**src/rtl/mat_mult_pkg.sv**
```systemverilog
// rtl/mat_mult_pkg.sv - shared state encoding and sizing helpers for mat_mult_seq
package mat_mult_pkg;

    typedef enum logic [1:0] {
        IDLE    = 2'd0,
        COMPUTE = 2'd1,
        DONE    = 2'd2
    } state_e;

    // Wide enough that a full N-term dot product of DW-bit operands never overflows.
    function automatic int acc_width(input int dw, input int n);
        return 2 * dw + $clog2(n);
    endfunction

    // Packed-stream slice index of element (i,j); element (0,0) sits in the MSBs.
    function automatic int idx(input int i, input int j, input int n);
        return n * n - 1 - (i * n + j);
    endfunction

endpackage

```
**src/rtl/mat_mac.sv**
```systemverilog
// rtl/mat_mac.sv - single multiply-accumulate lane; signed operands when MAT_MULT_SIGNED_EN is defined
module mat_mac #(
    parameter int DW    = 16,
    parameter int ACC_W = 34
) (
    input  logic             clk,
    input  logic             rst_n,
    input  logic             clear_i,
    input  logic             en_i,
    input  logic             last_i,
    input  logic [DW-1:0]    a_i,
    input  logic [DW-1:0]    b_i,
    output logic [ACC_W-1:0] sum_o
);

    logic [ACC_W-1:0] prod_ext;
    logic [ACC_W-1:0] acc_q;
    logic [ACC_W-1:0] acc_d;

`ifdef MAT_MULT_SIGNED_EN
    logic signed [2*DW-1:0] prod;
    assign prod     = $signed({{DW{a_i[DW-1]}}, a_i}) * $signed({{DW{b_i[DW-1]}}, b_i});
    assign prod_ext = ACC_W'(prod);
`else
    logic [2*DW-1:0] prod;
    assign prod     = {{DW{1'b0}}, a_i} * {{DW{1'b0}}, b_i};
    assign prod_ext = ACC_W'(prod);
`endif

    // The completed dot product is taken from sum_o on the last term, so the
    // accumulator restarts from zero for the next element.
    assign sum_o = acc_q + prod_ext;

    always_comb begin
        acc_d = acc_q;
        if (clear_i) begin
            acc_d = '0;
        end else if (en_i) begin
            acc_d = last_i ? '0 : sum_o;
        end
    end

    always_ff @(posedge clk or negedge rst_n) begin
        if (!rst_n) begin
            acc_q <= '0;
        end else begin
            acc_q <= acc_d;
        end
    end

endmodule

```
**src/rtl/mat_mult_seq.sv**
```systemverilog
// rtl/mat_mult_seq.sv - sequential N x N matrix multiplier, one MAC per cycle (option: MAT_MULT_SIGNED_EN)
module mat_mult_seq
    import mat_mult_pkg::*;
#(
    parameter int N     = 3,
    parameter int DW    = 16,
    parameter int ACC_W = acc_width(DW, N)
) (
    input  logic                   clk,
    input  logic                   rst,
    input  logic                   in_valid,
    output logic                   in_ready,
    input  logic [N*N*DW-1:0]      matrix_a_stream,
    input  logic [N*N*DW-1:0]      matrix_b_stream,
    output logic                   out_valid,
    input  logic                   out_ready,
    output logic [N*N*ACC_W-1:0]   matrix_c_stream,
    output logic                   busy
);

    localparam int CW = (N > 1) ? $clog2(N) : 1;
    localparam logic [CW-1:0] LAST = CW'(N - 1);

    state_e          state_q, state_d;
    logic [CW-1:0]   i_q, i_d, j_q, j_d, k_q, k_d;

    logic [DW-1:0]    a_q [N][N];
    logic [DW-1:0]    b_q [N][N];
    logic [ACC_W-1:0] c_q [N][N];

    logic             accept;
    logic             mac_en;
    logic             k_last;
    logic [DW-1:0]    a_el, b_el;
    logic [ACC_W-1:0] mac_sum;

    assign accept   = in_valid && (state_q == IDLE);
    assign mac_en   = (state_q == COMPUTE);
    assign k_last   = (k_q == LAST);

    assign in_ready  = (state_q == IDLE);
    assign out_valid = (state_q == DONE);
    assign busy      = (state_q == COMPUTE);

    always_comb begin
        state_d = state_q;
        i_d     = i_q;
        j_d     = j_q;
        k_d     = k_q;
        unique case (state_q)
            IDLE: begin
                if (in_valid) begin
                    state_d = COMPUTE;
                    i_d     = '0;
                    j_d     = '0;
                    k_d     = '0;
                end
            end
            COMPUTE: begin
                if (k_last) begin
                    k_d = '0;
                    if (j_q == LAST) begin
                        j_d = '0;
                        if (i_q == LAST) begin
                            i_d     = '0;
                            state_d = DONE;
                        end else begin
                            i_d = i_q + CW'(1);
                        end
                    end else begin
                        j_d = j_q + CW'(1);
                    end
                end else begin
                    k_d = k_q + CW'(1);
                end
            end
            DONE: begin
                if (out_ready) begin
                    state_d = IDLE;
                end
            end
            default: state_d = IDLE;
        endcase
    end

    always_ff @(posedge clk or negedge rst) begin
        if (!rst) begin
            state_q <= IDLE;
            i_q     <= '0;
            j_q     <= '0;
            k_q     <= '0;
        end else begin
            state_q <= state_d;
            i_q     <= i_d;
            j_q     <= j_d;
            k_q     <= k_d;
        end
    end

    // Operand selection: A[i][k] and B[k][j] for the current MAC step.
    always_comb begin
        a_el = '0;
        b_el = '0;
        for (int ii = 0; ii < N; ii++) begin
            for (int kk = 0; kk < N; kk++) begin
                if (CW'(ii) == i_q && CW'(kk) == k_q) begin
                    a_el = a_q[ii][kk];
                end
                if (CW'(ii) == k_q && CW'(kk) == j_q) begin
                    b_el = b_q[ii][kk];
                end
            end
        end
    end

    mat_mac #(
        .DW    (DW),
        .ACC_W (ACC_W)
    ) u_mac (
        .clk     (clk),
        .rst_n   (rst),
        .clear_i (accept),
        .en_i    (mac_en),
        .last_i  (k_last),
        .a_i     (a_el),
        .b_i     (b_el),
        .sum_o   (mac_sum)
    );

    always_ff @(posedge clk or negedge rst) begin
        if (!rst) begin
            for (int ii = 0; ii < N; ii++) begin
                for (int jj = 0; jj < N; jj++) begin
                    a_q[ii][jj] <= '0;
                    b_q[ii][jj] <= '0;
                    c_q[ii][jj] <= '0;
                end
            end
        end else if (accept) begin
            for (int ii = 0; ii < N; ii++) begin
                for (int jj = 0; jj < N; jj++) begin
                    a_q[ii][jj] <= matrix_a_stream[idx(ii, jj, N)*DW +: DW];
                    b_q[ii][jj] <= matrix_b_stream[idx(ii, jj, N)*DW +: DW];
                    c_q[ii][jj] <= '0;
                end
            end
        end else if (mac_en && k_last) begin
            for (int ii = 0; ii < N; ii++) begin
                for (int jj = 0; jj < N; jj++) begin
                    if (CW'(ii) == i_q && CW'(jj) == j_q) begin
                        c_q[ii][jj] <= mac_sum;
                    end
                end
            end
        end
    end

    always_comb begin
        matrix_c_stream = '0;
        for (int ii = 0; ii < N; ii++) begin
            for (int jj = 0; jj < N; jj++) begin
                matrix_c_stream[idx(ii, jj, N)*ACC_W +: ACC_W] = c_q[ii][jj];
            end
        end
    end

endmodule
```
**config.mk**
```make
export PLATFORM = sky130hd
export DESIGN_NAME = mat_mult_seq
export DESIGN_NICKNAME = d
export VERILOG_FILES = /design/src/rtl/mat_mult_pkg.sv /design/src/rtl/mat_mac.sv /design/src/rtl/mat_mult_seq.sv
export SDC_FILE = /design/constraint.sdc
export NUM_CORES = 2
export LEC_CHECK = 0
export BUFFER_PORTS_ARGS = -buffer_cell sky130_fd_sc_hd__buf_2
export CAP_MARGIN = 15
export CORE_ASPECT_RATIO = 1.5
export CORE_MARGIN = 4
export CORE_UTILIZATION = 58
export DETAILED_ROUTE_END_ITERATION = 10
export GPL_TIMING_DRIVEN = 1
export HOLD_SLACK_MARGIN = 0.1
export PLACE_DENSITY = 0.79
export SYNTH_ARGS = -nofsm -noshare
export SYNTH_HDL_FRONTEND = slang
export SYNTH_SLANG_ARGS = --single-unit
```
**constraint.sdc**
```tcl
create_clock -name clk -period 9.3 [get_ports clk]
set_input_delay 2.325 -clock clk [delete_from_list [all_inputs] [get_ports clk]]
set_output_delay 2.325 -clock clk [all_outputs]
set_load 0.005 [all_outputs]
```
==> impl_metrics.tcl <==
set metrics [dict create \
    status "finished clean" \
    final_util 0.678 \
    port_buffers 600 \
    grt-ovfl-total 0 \
    arrival_ns 9.47 \
    drive_gt1_frac 0.190 \
    synthTopCellsByArea "dfrtp_1 (44%), nand2_1 (14%), fa_1 (12%), o21ai_0 (4.0%), inv_1 (3.7%)" \
    die-height_um 315 \
    place_hpwl_mm 87.2 \
    setup_tns_ns 0 \
    final_antenna_net_count 0 \
    antenna_found_initial 4 \
    coreArea_sq_um 62200 \
    ys_seq_elements 636 \
    skew_ns 0.0692 \
    power_density_nw_per_um2 378 \
    wirelength_mm 116 \
    place_ws_ns 0.287 \
    dieWidth_um 213 \
    yosys_warnings 0 \
    tightest_slew_ns 1.20 \
    cpMostUsedCell "fa_1" \
    async_flop_share 1.00 \
    hold_viol 0 \
    start_util 0.585 \
    drtIter0Drc 2924 \
    vias_per_cell 5.76 \
    cts_root_buffer "clkbuf_16" \
    gp_congestion 0.978 \
    nets 5229 \
    power_leakage_nw 22.4 \
    synth_ff_type "dfrtp_1" \
    synth_area_sq_um 36400 \
    boundaryPins 601 \
    yosysTopAreaCellShare 0.437 \
    setup_viol 0 \
    endpoint_kind "flop" \
    first_global_vias 31341 \
    clock_latency_ns 0.66 \
    cpPeakStageDelay_ns 0.64 \
    grt_usage 0.344 \
    worst_slew_margin_rel 0.201 \
    vdd_drop_max_mv 0.275 \
    fmax_mhz 111 \
    min_period_over_period 0.965 \
    grt_pass1_wl_mm 179 \
    synthDistinctLibCells 86 \
    start_kind "flop" \
    first_pass_iters 6 \
    cts_sinks 636 \
    die-area_sq_um 66900 \
    post_cts_buffers 0 \
    syn_area_per_cell_sq_um 8.90 \
    syn_nets 4715 \
    finalCriticalPeriod_ns 8.97 \
    synth_seq_area_share 0.437 \
    rows 112 \
    hold_class "reg -> reg" \
    cap_violations 0 \
    fin_ws_ns 0.327 \
    syn_inst 4090 \
    cts_tree "built" \
    yosysTopAreaCell "dfrtp_1" \
    clkSlewWorstSetupHoldPaths_ns 0.07 \
    num_vias 31400 \
    syn_to_final_growth_pct 16.0 \
    drt-wirelength-per-cell_um 21.4 \
    grt_max_degree 225 \
    critPathRequiredTime_ns 9.80 \
    synth_edf_count 0 \
    htreeDepth 2 \
    holdWs_ns 0.470 \
    drc 0 \
    clk_path_buf_depth 3 \
    cpMaxStageDelayCell "o32ai_1" \
    cts_inserted_buffers 56 \
    crit_type "reg -> reg" \
    crit_fanout 22 \
    slew_viol_final 0 \
]
==> flip-flops by register name, indices dropped and copies added, names as in the netlist <==
register         flops
a_q                144
j_q                  2
b_q                144
state_q              2
i_q                  2
u_mac.acc_q         34
k_q                  2
matrix_c_stream    306
==> layout make-up <==
cell class | count | area, sq um
Fill cell | 5114 | 20000
Multi-Input combinational cell | 2862 | 18300
Sequential cell | 636 | 15900
Timing Repair Buffer | 691 | 3730
Clock buffer | 79 | 1610
Inverter | 357 | 1340
Tap cell | 798 | 998
Clock inverter | 26 | 315
Antenna cell | 3 | 7.51
==> path summary, 6_finish.rpt <==
path | slack, ns | endpoint | from | depth (start not counted)
max | 0.33 | matrix_c_stream[268] | j_q[0] | 29
min | 0.47 | a_q[93] | a_q[93] | 2
max reg2reg | 0.33 | matrix_c_stream[268] | j_q[0] | 29
min reg2reg | 0.47 | a_q[93] | a_q[93] | 2
max in group asynchronous | 5.73 | k_q[0] | rst | 3
min in group asynchronous | 1.75 | a_q[102] | rst | 1
==> synth_stat cells, drive strengths merged (3+ instances only) <==
library cell,count
nand2,1356
mux2i,33
o311ai,8
nor3,26
fa,226
a221o,5
o221ai,14
o21a,13
nor2b,16
o211ai,5
dfrtp,636
mux2,31
or3b,3
xor2,11
a21oi,86
o22ai,22
nand4,6
a32oi,4
a31oi,9
ha,107
buf,60
a211oi,24
and3,22
o32a,3
a21o,18
xnor2,11
nor2,184
or3,9
o32ai,4
or2,5
and2,51
a221oi,5
nand3,96
o31ai,15
o21ai,321
inv,357
nand3b,4
a22oi,33
clkbuf,175
nand2b,33
a22o,19
==> metal layers <==
metal  up-vias  share of wire  GRT usage
met1     15349           0.37      0.431
met3       354          0.071     0.0484
met4         2          0.064      0.183
li1      14107              -          -
met2      1588           0.49      0.581
met5         -        0.00011          0
==> cell usage in the layout (no fill, tap or decap), types with 84 or more instances in the layout <==
| master | netlist | layout |
|---|---|---|
| nand3_1 | 96 | 96 |
| ha_1 | 107 | 107 |
| o21ai_0 | 291 | 288 |
| fa_1 | 226 | 226 |
| nor2_1 | 184 | 174 |
| nand2_1 | 1356 | 1355 |
| a21oi_1 | 84 | 84 |
| inv_1 | 357 | 357 |
| buf_2 | 39 | 599 |
| buf_4 | 8 | 88 |
| dfrtp_1 | 636 | 633 |
==> report_power, final <==
group	internal (mW)	total [mW]	leakage, nW	switching, mW
clock network	1.36	2.45	0.948	1.09
registers	3.95	4.70	8.20	0.750
logic	2.88	8.79	13.3	5.92
==> logic make-up (layout without fill, tap and decap cells) <==
group | Yosys count | after routing | share of synthesized area
adders and majority gates | 333 | 333 | 0.161
and+or+nand+nor | 1817 | 1817 | 0.204
other | 0 | 3 | 0
muxes | 65 | 65 | 0.0193
DFF | 636 | 636 | 0.437
buffers and inverters | 592 | 1153 | 0.0637
AOI/OAI and AO/OA | 625 | 625 | 0.108
xor gates and xnor gates | 22 | 22 | 0.00653
==> what timing repair did <==
action | 4_1_cts | 5_1_grt
gates resized for setup | 0 | 5
hold endpoints to repair | 0 | 0
hold buffers | 0 | 0
setup endpoints to repair | 0 | 55
==> worst max-delay path, delay by kind of cell, from the launching register on <==
family	cells	cell delay [ns]
fa+ha+maj	7	3.29
compound gates	11	2.51
buf+inv	7	1.24
flops	1	0.63
xor+xnor	1	0.52
simple gates	2	0.31
mux	1	0.27
==> metrics by stage <==
stage,instance area [sq um],total power [mW],cells
floorplan,36400,9.97,4090
global placement,40200,13.1,5344
detailed placement,40200,13.4,5344
CTS,42200,15.9,5449
global route,42200,17.1,5452
finish,42200,15.9,5452
Power figures use the tool's default switching activity.
